$ cat src/rtl/count_wrap_monitor.sv
// Monitors a free-running WIDTH-bit counter: legal moves are hold, +1, or MAX->0 wrap; counts wraps, flags stalls and illegal jumps.
// All outputs registered, 1-clock latency. Optional macro CNT_DOWN_EN adds a `dir` input allowing down-counting sequences.
module count_wrap_monitor #(
    parameter int WIDTH       = 4,
    parameter int WRAP_W      = 8,
    parameter int STALL_LIMIT = 8
) (
    input  logic              clock,
    input  logic              reset,
    input  logic [WIDTH-1:0]  cnt,
    input  logic              enable,
    input  logic              clear_fault,
`ifdef CNT_DOWN_EN
    input  logic              dir,
`endif
    output logic              wrap_pulse,
    output logic [WRAP_W-1:0] wrap_count,
    output logic              stall,
    output logic              fault,
    output logic [1:0]        state
);

    typedef enum logic [1:0] {
        IDLE  = 2'b00,
        TRACK = 2'b01,
        FAULT = 2'b10
    } state_t;

    localparam logic [WIDTH-1:0] MAX   = '1;
    localparam logic [7:0]       LIMIT = 8'(STALL_LIMIT);

    state_t            st;
    logic [WIDTH-1:0]  prev;
    logic [7:0]        stall_run;

    logic              is_hold;
    logic              is_step;
    logic              is_wrap;
    logic [7:0]        run_inc;
    logic [WIDTH-1:0]  up_nxt;

    assign state   = st;
    assign up_nxt  = prev + WIDTH'(1);
    assign is_hold = (cnt == prev);
    assign run_inc = (stall_run == LIMIT) ? stall_run : stall_run + 8'd1;

    // Wrap is decoded from the explicit endpoints, never from adder overflow.
`ifdef CNT_DOWN_EN
    logic [WIDTH-1:0] dn_nxt;
    assign dn_nxt  = prev - WIDTH'(1);
    assign is_step = dir ? ((prev != '0) && (cnt == dn_nxt))
                         : ((prev != MAX) && (cnt == up_nxt));
    assign is_wrap = dir ? ((prev == '0) && (cnt == MAX))
                         : ((prev == MAX) && (cnt == '0));
`else
    assign is_step = (prev != MAX) && (cnt == up_nxt);
    assign is_wrap = (prev == MAX) && (cnt == '0);
`endif

    always_ff @(posedge clock) begin
        if (reset) begin
            st         <= IDLE;
            prev       <= '0;
            stall_run  <= '0;
            wrap_pulse <= 1'b0;
            wrap_count <= '0;
            stall      <= 1'b0;
            fault      <= 1'b0;
        end else begin
            wrap_pulse <= 1'b0;
            case (st)
                IDLE: begin
                    stall_run <= '0;
                    stall     <= 1'b0;
                    if (enable) begin
                        prev <= cnt;
                        st   <= TRACK;
                    end
                end
                TRACK: begin
                    prev <= cnt;
                    if (!enable) begin
                        // Disarm wins over any check of this sample.
                        st        <= IDLE;
                        stall_run <= '0;
                        stall     <= 1'b0;
                    end else if (is_hold) begin
                        stall_run <= run_inc;
                        stall     <= (run_inc == LIMIT);
                    end else if (is_wrap) begin
                        wrap_pulse <= 1'b1;
                        if (wrap_count != '1)
                            wrap_count <= wrap_count + WRAP_W'(1);
                        stall_run <= '0;
                        stall     <= 1'b0;
                    end else if (is_step) begin
                        stall_run <= '0;
                        stall     <= 1'b0;
                    end else begin
                        st        <= FAULT;
                        fault     <= 1'b1;
                        stall_run <= '0;
                        stall     <= 1'b0;
                    end
                end
                FAULT: begin
                    if (clear_fault) begin
                        st    <= IDLE;
                        fault <= 1'b0;
                    end
                end
                default: st <= IDLE;
            endcase
        end
    end

endmodule

$ cat config.mk
export PLATFORM = sky130hd
export DESIGN_NAME = count_wrap_monitor
export DESIGN_NICKNAME = d
export VERILOG_FILES = /design/src/rtl/count_wrap_monitor.sv
export SDC_FILE = /design/constraint.sdc
export NUM_CORES = 1
export LEC_CHECK = 0
export CAP_MARGIN = 5
export CORE_MARGIN = 4
export CORE_UTILIZATION = 31
export DETAILED_ROUTE_END_ITERATION = 16
export GPL_ROUTABILITY_DRIVEN = 1
export PLACE_DENSITY = 0.62
export SLEW_MARGIN = 40
export SYNTH_ARGS = -nofsm -noshare
export SYNTH_HDL_FRONTEND = slang
export SYNTH_SLANG_ARGS = --single-unit
export TNS_END_PERCENT = 50
$ cat constraint.sdc
create_clock -name clock -period 4.4 [get_ports clock]
set_input_delay 0.88 -clock clock [delete_from_list [all_inputs] [get_ports clock]]
set_output_delay 0.88 -clock clock [all_outputs]
set_load 0.01 [all_outputs]
* Word-level counts from Yosys, hierarchy flattened
Index checks and enable logic that the tools add are counted.
W data, S select, Z words.
** Word-level totals
- Logic and storage cells :: 65
- Output and inout bits :: 13
- Input bits :: 8
- Register bits after elaboration :: 25
** Operators by class
- Bitwise operators :: 3
- Add/subtract/negate cells :: 3
- Eq/ne operators :: 18
- Reduce and logical (&&, ||, !) cells :: 11
- Muxes and demuxes :: 23
** Operator list (number)
- $mux W8 :: 3
- $add A8 B1 Y8 const B :: 2
- $eq A8 B4 Y1 const B :: 2
- $pmux W8 S2 :: 1
- $mux W2 :: 6
- $ne A2 B2 Y1 const B :: 6
- $reduce_and A5 Y1 :: 2
- $ne A3 B3 Y1 const B :: 3
- $eq A4 B4 Y1 :: 2
- $mux W1 :: 8
- $ne A8 B8 Y1 const B :: 1
- $pmux W4 S2 :: 1
- $pmux W2 S3 :: 1
- $reduce_and A6 Y1 :: 1
- $add A4 B1 Y4 const B :: 1
- $eq A4 B4 Y1 const B :: 1
- $logic_not A4 Y1 :: 1
- $mux W4 :: 1
- $ne A4 B4 Y1 const B :: 1
- $pmux W1 S2 :: 2
- $reduce_bool A2 Y1 :: 2
- $reduce_or A4 Y1 :: 1
- $not A1 Y1 :: 3
- $eq A2 B1 Y1 const B :: 1
- 4 further kinds :: 5

* Longest topological paths before layout
Gate-level depths: netlist of the first run.
- Depth after elaboration :: 8
- Gate-level depth with buffers :: 6

* Least setup slack after synthesis of the first run
Ideal clock, no wire load.
- Kind :: in2reg
- Start :: input port cnt[0]
- End :: register wrap_count[5]
- Data arrival time :: 1885 ps
- Path buffers :: 0
- Slack :: 2388 ps
- Setup time :: 128 ps
- Cell stages on the path :: 5
- Cells stage by stage :: nor4b_4 > nand4_4 > nor4_1 > xnor2_1 > nor2_1
** On the way
- Cells in the longest elaborated chain, start to end :: 3
- Elaborated cells between the ends (all ways) :: 5
- Classes of those cells :: eq/ne: 1; bitwise: 1; reduce/logical: 3
** Ends and longest elaborated chain
- start: declaration :: line 10 : input logic [WIDTH-1:0] cnt,
- $eq A4 B4 Y1 or $logic_not A4 Y1 (tied branches) :: line 44, 57
- $not A1 Y1 (no line) or $logic_and A1 B1 Y1 (tied branches)
- $reduce_and A5 Y1 (no line) (*)
- end signal: assignment :: line 93 : wrap_count <= wrap_count + WRAP_W'(1);
- end: declaration :: line 17 : output logic [WRAP_W-1:0] wrap_count,
Mark *: on every way between the ends. The rest lies on a longest branch, timed or not.
A chain may end at the register's enable or synchronous reset.

* Final worst setup path of the first run
- Start :: input port cnt[2]
- End :: register fault
** On the way
- Cells in the longest elaborated chain, start to end :: 4
- Elaborated cells between the ends (all ways) :: 9
- Classes of those cells :: eq/ne: 5; reduce/logical: 4
** Ends and longest elaborated chain
- $eq A4 B4 Y1 or $logic_not A4 Y1 (tied branches) :: line 56, 57
- $logic_and A1 B1 Y1, on equally long branches :: line 56, 57
- $ne A2 B2 Y1 (no line)
- $reduce_and A6 Y1 (no line) (*)
- end signal: assignment :: line 68 : fault <= 1'b0;
- end signal: assignment :: line 101 : fault <= 1'b1;
- end signal: assignment :: line 109 : fault <= 1'b0;
- end: declaration :: line 19 : output logic fault,
Marked as above.

==> out/qor.csv, run 1 <==
metric,value,unit
synth_xor_area_share,9.99,%
ys.flop_type,dfxtp_1,
final_cell_mix,"dfxtp_1, nor2_1, clkdlybuf4s50_1",
cts.clk_slew.worst_paths,0.09,ns
p_clk_share,32.6,%
seqPwrFrac,56.7,%
die_h,75.3,microns
drt-total-wl,2.87,mm
overflow,0,
core,0.00435,sq mm
required,4.54,ns
pin_count,21,
worst_pin_slew,0.647,ns
cts_sinks,25,
syn_avg_cell_area,8.25,sq um
status,finished clean,
area_delta_synth_final,20.1,%
drive_above_1_share,6.38,%
antenna_found_initial,0,
grt_pass1_vias,1105,
intPower,314,uW
arrival,2.64,ns
gp_congestion,0.839,
wire_per_inst,11.9,microns
use_met1,14.5,%
yosysWarnings,0,
nets,201,
ir_drop,122,uV
fin_setup_tns,0,ns
rsz0062_at_grt,no,
p_sw,104,uW
synth-simple-area-share,31.8,%
clock_skew,0.00146,ns
ant_nets,0,
met2_usage,17.3,%
crit_path_max_fanout,5,
fillers,422,
syn_area,0.00140,sq mm
placed_area,0.00164,sq mm
layout_commonest_cell,dfxtp_1,
synth_mux_area_share,2.85,%
netSwitchingFraction,24.8,%
synthArstFlopShare,0,%
syn_inst,170,
insertedDiodeCount,0,
setup_viol,0,
fin_cells,240,
dieArea,0.00566,sq mm
synth_adder_area_share,3.57,%
hold_path_class,flip-flop to flip-flop,
slew-limit-headroom,56.3,%
vias,1222,
min_period_over_period,56.8,%
p_comb_share,10.7,%
cts_max_level,1,
drv_cap,0,
hold_violations,0,
drv_slew,0,
synth_edf_count,0,
ys_top_cells_by_area,"dfxtp_1, xnor2_1, nor2_1, nand2_1, ha_1",
cp-end-kind,flip-flop,
start_kind,input port,
firstDrtPassIters,4,
synth_top_area_share,35.7,%
initial_utilization,32.2,%
grt_max_degree,28,
dp.cells,236,
track_usage,10.7,%
synth_top_area_cell,dfxtp_1,
fp-row-count,24,
insertion_delay,0.27,ns
post-route-min-period,2.50,ns
synth_seq_area_share,35.7,%
clock.fmax,400,MHz
vias_per_cell,5.09,
io_buffers,20,
grt_pass1_wl,4.82,mm
cts_tree,done,
busiest_layer,met2,
synth_top_family_by_area,simple AND/OR/NAND/NOR gates,
reg2reg_slack,2.52,ns
ctsLongestPathBuffers,2,
synth-compound-area-share,12.2,%
synthDistinctLibCells,41,
cts-resized-gates,0,
cts_hold_buf,0,
post-dp-hpwl,2.07,mm
clock-root-buffer,clkbuf_8,
power.total,418,uW
postCtsSetupBuffers,0,
syn_nets,182,
crit_type,input port to flip-flop,
fin_area,0.00168,sq mm
power.leakage,0.000558,uW
power.density,248,mW/mm^2
drc,0,
cts_buffers,3,
ys_seq_elements,25,
drt-initial-drc-count,52,
use_met3,2.80,%
die_w,75.3,microns
[registers in the layout (all words and copies together), names as in the netlist]
register    cells
wrap_pulse      1
stall           1
state           2
prev            4
stall_run       8
fault           1
wrap_count      8
[worst paths after layout]
kind | startpoint | end | cells after the start
hold / removal | fault | fault | 2
hold reg to reg | fault | fault | 2
setup / recovery | cnt[2] | fault | 6
setup reg to reg | prev[1] | fault | 5
[cell families (layout without fill, tap and decap cells)]
kind of cell,after synthesis,after routing
xor gates and xnor gates,16,16
AOI/OAI and AO/OA,26,26
buffers and inverters,14,32
muxes,4,4
DFF,25,25
and+or+nand+nor,81,81
adders and majority gates,4,4
[metrics by stage]
step | utilization [%] | setup WS (ns) | hold slack [ns]
after floorplan | - | 2.39 | 0.466
after global placement | 37.7 | 1.61 | 0.448
after detailed placement | 37.6 | 1.59 | 0.456
after CTS | 38.7 | 1.89 | 0.473
after global routing | 38.7 | 1.71 | 0.495
final | 38.7 | 1.90 | 0.469
[cells in the mapped netlist, drive strengths merged (5+ instances only)]
library cell  count
dfxtp            25
nor2             24
nand2            16
xnor2            14
nand3            10
inv               8
nor3              6
a21oi             5
a31oi             5
o21ai             5
[metal layers]
layer | vias up | part of all wire (%)
li1 | 640 | -
met1 | 560 | 51
met2 | 20 | 44
met3 | 2 | 3.8
met4 | 0 | 0.70
met5 | - | 0
[power groups by stage]
stage	sequential (uW)	clock, uW	combinational (uW)
after global routing	238	151	49.2
final	237	136	44.6
after floorplan	241	0	28.2
after CTS	237	142	45.0
after global placement	243	0	45.2
after detailed placement	242	0	44.6
[cell type report]
class	instances	area, sq um	share of cell area (%)
tap	52	65.1	3.86
timing repair buffer	20	195	11.6
inverter	8	30.0	1.78
clock inverter	1	5.00	0.297
multi-input combinational	131	847	50.3
sequential	25	500	29.7
clock buffer	3	41.3	2.45
[critical path, cell delays in order]
cell and delay, ns:
clkdlybuf4s50_1 0.63, inv_1 0.09, o21ai_0 0.16, o22ai_1 0.10, o41ai_1 0.64, a21oi_1 0.14
Power figures use the tool's default switching activity.
==> run 2, diff against run 1 <==
clock period = 2.5 ns   (was 4.4 ns; I/O delays follow)
==> out/qor.csv, run 2 (synthesis gave the netlist of run 1 again) <==
metric,value,unit,change
status,finished clean,,unchanged
drc,0,,unchanged
die_h,75.3,microns,unchanged
area_delta_synth_final,23.1,%,was 20.1%
initial_utilization,32.2,%,unchanged
drt-total-wl,2.94,mm,was 2.87 mm
grt_pass1_vias,1165,,"was 1,105"
required,2.68,ns,was 4.54 ns
vias,1231,,"was 1,222"
post-dp-hpwl,2.19,mm,was 2.07 mm
cts_hold_buf,0,,unchanged
cts_sinks,25,,unchanged
fin_util,39.7,%,was 38.7%
placed_area,0.00168,sq mm,was 0.00164 sq mm
cts_tree,done,,unchanged
rr_worst_depth,6,,was 5
fp-row-count,24,,unchanged
ctsLongestPathBuffers,2,,unchanged
nets,206,,was 201
pin_count,21,,unchanged
crit_start,cnt[2],,unchanged
final_cell_mix,"dfxtp_1, nor2_1, clkdlybuf4s50_1",,unchanged
wire_per_inst,12.0,microns,was 11.9 microns
crit_path_max_fanout,6,,was 5
hold_path_class,flip-flop to flip-flop,,unchanged
min_period_over_period,81.1,%,
r2r-start,prev[1],,unchanged
power.density,433,mW/mm^2,was 248 mW/mm^2
insertion_delay,0.27,ns,about the same
drive_above_1_share,8.29,%,was 6.38%
power.leakage,0.000583,uW,was 0.000558 uW
rr_endpoint,wrap_count[7],,was fault
rsz0062_at_grt,no,,unchanged
cp-endpoint,stall_run[0],,was fault
pre_cts_slack,0.189,ns,was 1.59 ns
dieArea,0.00566,sq mm,unchanged
cts_buffers,3,,unchanged
slew-limit-headroom,64.9,%,was 56.3%
drv_cap,0,,unchanged
core,0.00435,sq mm,unchanged
cts.clk_slew.worst_paths,0.09,ns,about the same
fin_ws,0.472,ns,was 1.90 ns
crit_type,input port to flip-flop,,unchanged
grt_max_degree,16,,was 28
arrival,2.21,ns,was 2.64 ns
layout_commonest_cell,dfxtp_1,,unchanged
firstDrtPassIters,4,,unchanged
cts-resized-gates,0,,unchanged
clock_skew,0.00232,ns,was 0.00146 ns
drt-initial-drc-count,24,,was 52
post-route-min-period,2.03,ns,
power.total,747,uW,was 418 uW
cts_max_level,1,,unchanged
postCtsSetupBuffers,0,,unchanged
worst_pin_slew,0.524,ns,was 0.647 ns
gp_congestion,0.809,,was 0.839
drv_slew,0,,unchanged
reg2reg_slack,0.70,ns,was 2.52 ns
fillers,450,,was 422
reg_top3,"stall_run: 8 flops, wrap_count: 8 flops, prev: 4 flops",,unchanged
grt_pass1_wl,5.15,mm,was 4.82 mm
clock.fmax,493,MHz,
start_kind,input port,,unchanged
ir_drop,279,uV,was 122 uV
die_w,75.3,microns,unchanged
track_usage,11.4,%,was 10.7%
hold_violations,0,,unchanged
io_buffers,20,,unchanged
ant_nets,0,,unchanged
vias_per_cell,5.02,,was 5.09
cp-end-kind,flip-flop,,unchanged
overflow,0,,unchanged
fin_setup_tns,0,ns,unchanged
clock-root-buffer,clkbuf_8,,unchanged
fin_area,0.00173,sq mm,was 0.00168 sq mm
setup_viol,0,,unchanged
insertedDiodeCount,0,,unchanged
antenna_found_initial,0,,unchanged
[run 2: cell count changes in the layout (fill, tap and decap cells not counted)]
cell,previous run,this run
buf_2,1,0
buf_4,0,5
clkdlybuf4s50_1,19,20
[run 2: through the flow]
step / std cells / hold WS (ns)
2_1_floorplan: 170 / 0.466
3_3_place_gp: 241 / 0.452
3_5_place_dp: 241 / 0.456
4_1_cts: 245 / 0.473
5_1_grt: 245 / 0.501
6_report: 245 / 0.462
[run 2: final cells by class]
type / count / area (sq um) / area share [%]
clock inverters: 1 / 5.00 / 0.290
flip-flops and latches: 25 / 500 / 29.0
well taps: 52 / 65.1 / 3.77
repair buffers: 25 / 238 / 13.8
clock buffers: 3 / 41.3 / 2.39
multi-input cells: 131 / 847 / 49.1
inverters: 8 / 30.0 / 1.74
[run 2: how the worst min path moves through the flow]
stage | startpoint | endpoint | slack, ns | depth (start not counted)
after detailed placement | fault | fault | 0.46 | 2
after floorplan | stall_run[1] | stall_run[1] | 0.47 | 2
after global placement | fault | fault | 0.45 | 2
after CTS | fault | fault | 0.47 | 2
after global routing | fault | fault | 0.50 | 2
final | fault | fault | 0.46 | 2
[run 2: worst max-delay path: stages]
cell	delay (ns)
clkdlybuf4s50_1	0.62
xnor2_1	0.18
nand4_2	0.19
nor3_1	0.29
buf_4	0.17
nor2_1	0.03
a311oi_1	0.22
[run 2: report_power, final]
group	total (uW)	internal (uW)	switching (uW)
registers	417	406	11.8
logic	86.8	44.0	42.8
clock network	243	112	132
[run 2: per-layer routing]
layer	GRT usage (%)	share of wire [%]
met3	3.47	4.5
met5	0	0
met2	17.6	44
met4	2.52	0.88
met1	15.7	51
==> run 3, diff against run 2 <==
PLACE_DENSITY = 0.63   (was 0.62)
clock period = 1.6 ns   (was 2.5 ns; I/O delays follow)
==> out/qor.csv, run 3 (synthesis gave the netlist of run 1 again) <==
metric,value,unit,change
crit_type,flip-flop to flip-flop,,was input port to flip-flop
initial_utilization,32.2,%,unchanged
antenna_found_initial,0,,unchanged
firstDrtPassIters,4,,unchanged
grt_pass1_wl,5.49,mm,was 5.15 mm
setup_viol,3,,was 0
grt_max_degree,18,,was 16
cp-end-kind,flip-flop,,unchanged
start_kind,flip-flop,,was input port
reg2reg_slack,-0.04,ns,was 0.70 ns
layout_commonest_cell,buf_4,,was dfxtp_1
overflow,0,,unchanged
die_h,75.3,microns,unchanged
insertedDiodeCount,0,,unchanged
slowest_delay,0.38,ns,was 0.62 ns
fp-row-count,24,,unchanged
cts_hold_buf,0,,unchanged
path_delay_family,simple AND/OR/NAND/NOR gates,,was buffers and inverters
path_cells,"ha_4, nor4b_4, nand4_4, buf_12, nor3b_4, xnor2_1, nor2_1",,"was clkdlybuf4s50_1, xnor2_1, nand4_2, nor3_1, buf_4, nor2_1, a311oi_1"
drv_slew,0,,unchanged
die_w,75.3,microns,unchanged
power.density,586,mW/mm^2,was 433 mW/mm^2
crit_path_max_fanout,5,,was 6
cts_max_level,1,,unchanged
post-dp-hpwl,2.49,mm,was 2.19 mm
min_period_over_period,102,%,
status,"finished, violations left",,was finished clean
path_buf_inv,1,,was 2
worst_path_max_delay_cell,dfxtp_4,,was clkdlybuf4s50_1
ir_drop,359,uV,was 279 uV
cts_buffers,3,,unchanged
drt-total-wl,3.48,mm,was 2.94 mm
cts_tree,done,,unchanged
seqCellArea,517,sq um,was 500 sq um
vias_per_cell,5.00,,was 5.02
cts.clk_slew.worst_paths,0.10,ns,was 0.09 ns
gp_congestion,0.808,,was 0.809
arrival,1.82,ns,was 2.21 ns
wire_per_inst,12.8,microns,was 12.0 microns
pin_count,21,,unchanged
core,0.00435,sq mm,unchanged
hold_path_class,flip-flop to flip-flop,,unchanged
area_delta_synth_final,52.0,%,was 23.1%
drive_above_1_share,34.1,%,was 8.29%
rsz0062_at_grt,yes,,was no
power.total,1250,uW,was 747 uW
dieArea,0.00566,sq mm,unchanged
slew-limit-headroom,78.7,%,was 64.9%
post-route-min-period,1.64,ns,
worst_pin_slew,0.317,ns,was 0.524 ns
fin_cells,272,,was 245
clock-root-buffer,clkbuf_8,,unchanged
power.leakage,0.000774,uW,was 0.000583 uW
grt_pass1_vias,1205,,"was 1,165"
insertion_delay,0.28,ns,was 0.27 ns
clock_skew,0.00604,ns,was 0.00232 ns
placed_area,0.00187,sq mm,was 0.00168 sq mm
fin_setup_tns,-0.0570,ns,was 0 ns
fin_area,0.00213,sq mm,was 0.00173 sq mm
ctsLongestPathBuffers,2,,unchanged
fillers,406,,was 450
dp.cells,264,,was 241
ant_nets,0,,unchanged
drc,0,,unchanged
multi_input_area,0.00102,sq mm,was 847 sq um
hold_violations,0,,unchanged
violations,setup timing,,
io_buffers,20,,unchanged
final_cell_mix,"buf_4, nor2_1, nand2_1",,"was dfxtp_1, nor2_1, clkdlybuf4s50_1"
nets,233,,was 206
reg_top3,"stall_run: 8 flops, wrap_count: 8 flops, prev: 4 flops",,unchanged
clock.fmax,610,MHz,
vias,1361,,"was 1,231"
fin_ws,-0.0390,ns,was 0.472 ns
required,1.78,ns,was 2.68 ns
cts_sinks,25,,unchanged
track_usage,12.6,%,was 11.4%
drv_cap,0,,unchanged
drt-initial-drc-count,54,,was 24
pre_cts_slack,-0.450,ns,was 0.189 ns
run 3: cell types whose count changed in the layout (fill, tap and decap cells not counted), moves of 3 or more:
cell,before,now
dfxtp_2,0,10
dfxtp_1,25,14
xnor2_2,0,3
xnor2_1,14,10
nor3_2,0,3
clkdlybuf4s50_1,20,15
nor4_1,4,1
buf_4,5,30
dlygate4sd2_1,0,5
nor3_1,6,3
run 3: repair_timing:
action                     4_1_cts  5_1_grt
pin swaps                        5       10
setup endpoints to repair       22       24
setup buffers                    2        2
gates resized for setup         13       32
run 3: report_power, final:
group / total [uW] / leakage (uW) / internal, uW / switching (uW)
Clock: 401 / 0.0000217 / 177 / 224
Sequential: 650 / 0.000208 / 635 / 14.9
Combinational: 200 / 0.000544 / 103 / 96.5
Total: 1250 / 0.000774 / 915 / 335
run 3: cell type report:
cell class | count | area share, %
repair buffers | 52 | 21.1
well taps | 52 | 3.05
inverters | 8 | 1.41
clock buffers | 3 | 1.94
flip-flops and latches | 25 | 24.2
multi-input cells | 131 | 47.9
clock inverters | 1 | 0.352
run 3: metrics by stage:
step | utilization, % | hold WS [ns]
global placement | 42.9 | 0.450
global route | 49.0 | 0.521
detailed placement | 42.9 | 0.457
floorplan | - | 0.453
finish | 49.0 | 0.468
CTS | 45.0 | 0.472
run 3: final timing paths:
path / from / to / cells after the start
hold / removal: fault / fault / 2
hold reg to reg: fault / fault / 2
setup / recovery: prev[0] / wrap_count[2] / 7
setup reg to reg: prev[0] / wrap_count[2] / 7
run 3: worst min-delay path, cell delays in order, from the launching register on:
cell	delay, ns
dfxtp_1	0.33
inv_1	0.05
a21oi_1	0.05
run 3: routing by layer:
metal / track usage (%) / vias to the layer above / part of all wire, %
met5: 0 / - / 0
met3: 2.00 / 4 / 3.3
met2: 18.5 / 21 / 46
met1: 17.6 / 627 / 49
met4: 6.60 / 0 / 2.0
li1: - / 709 / -
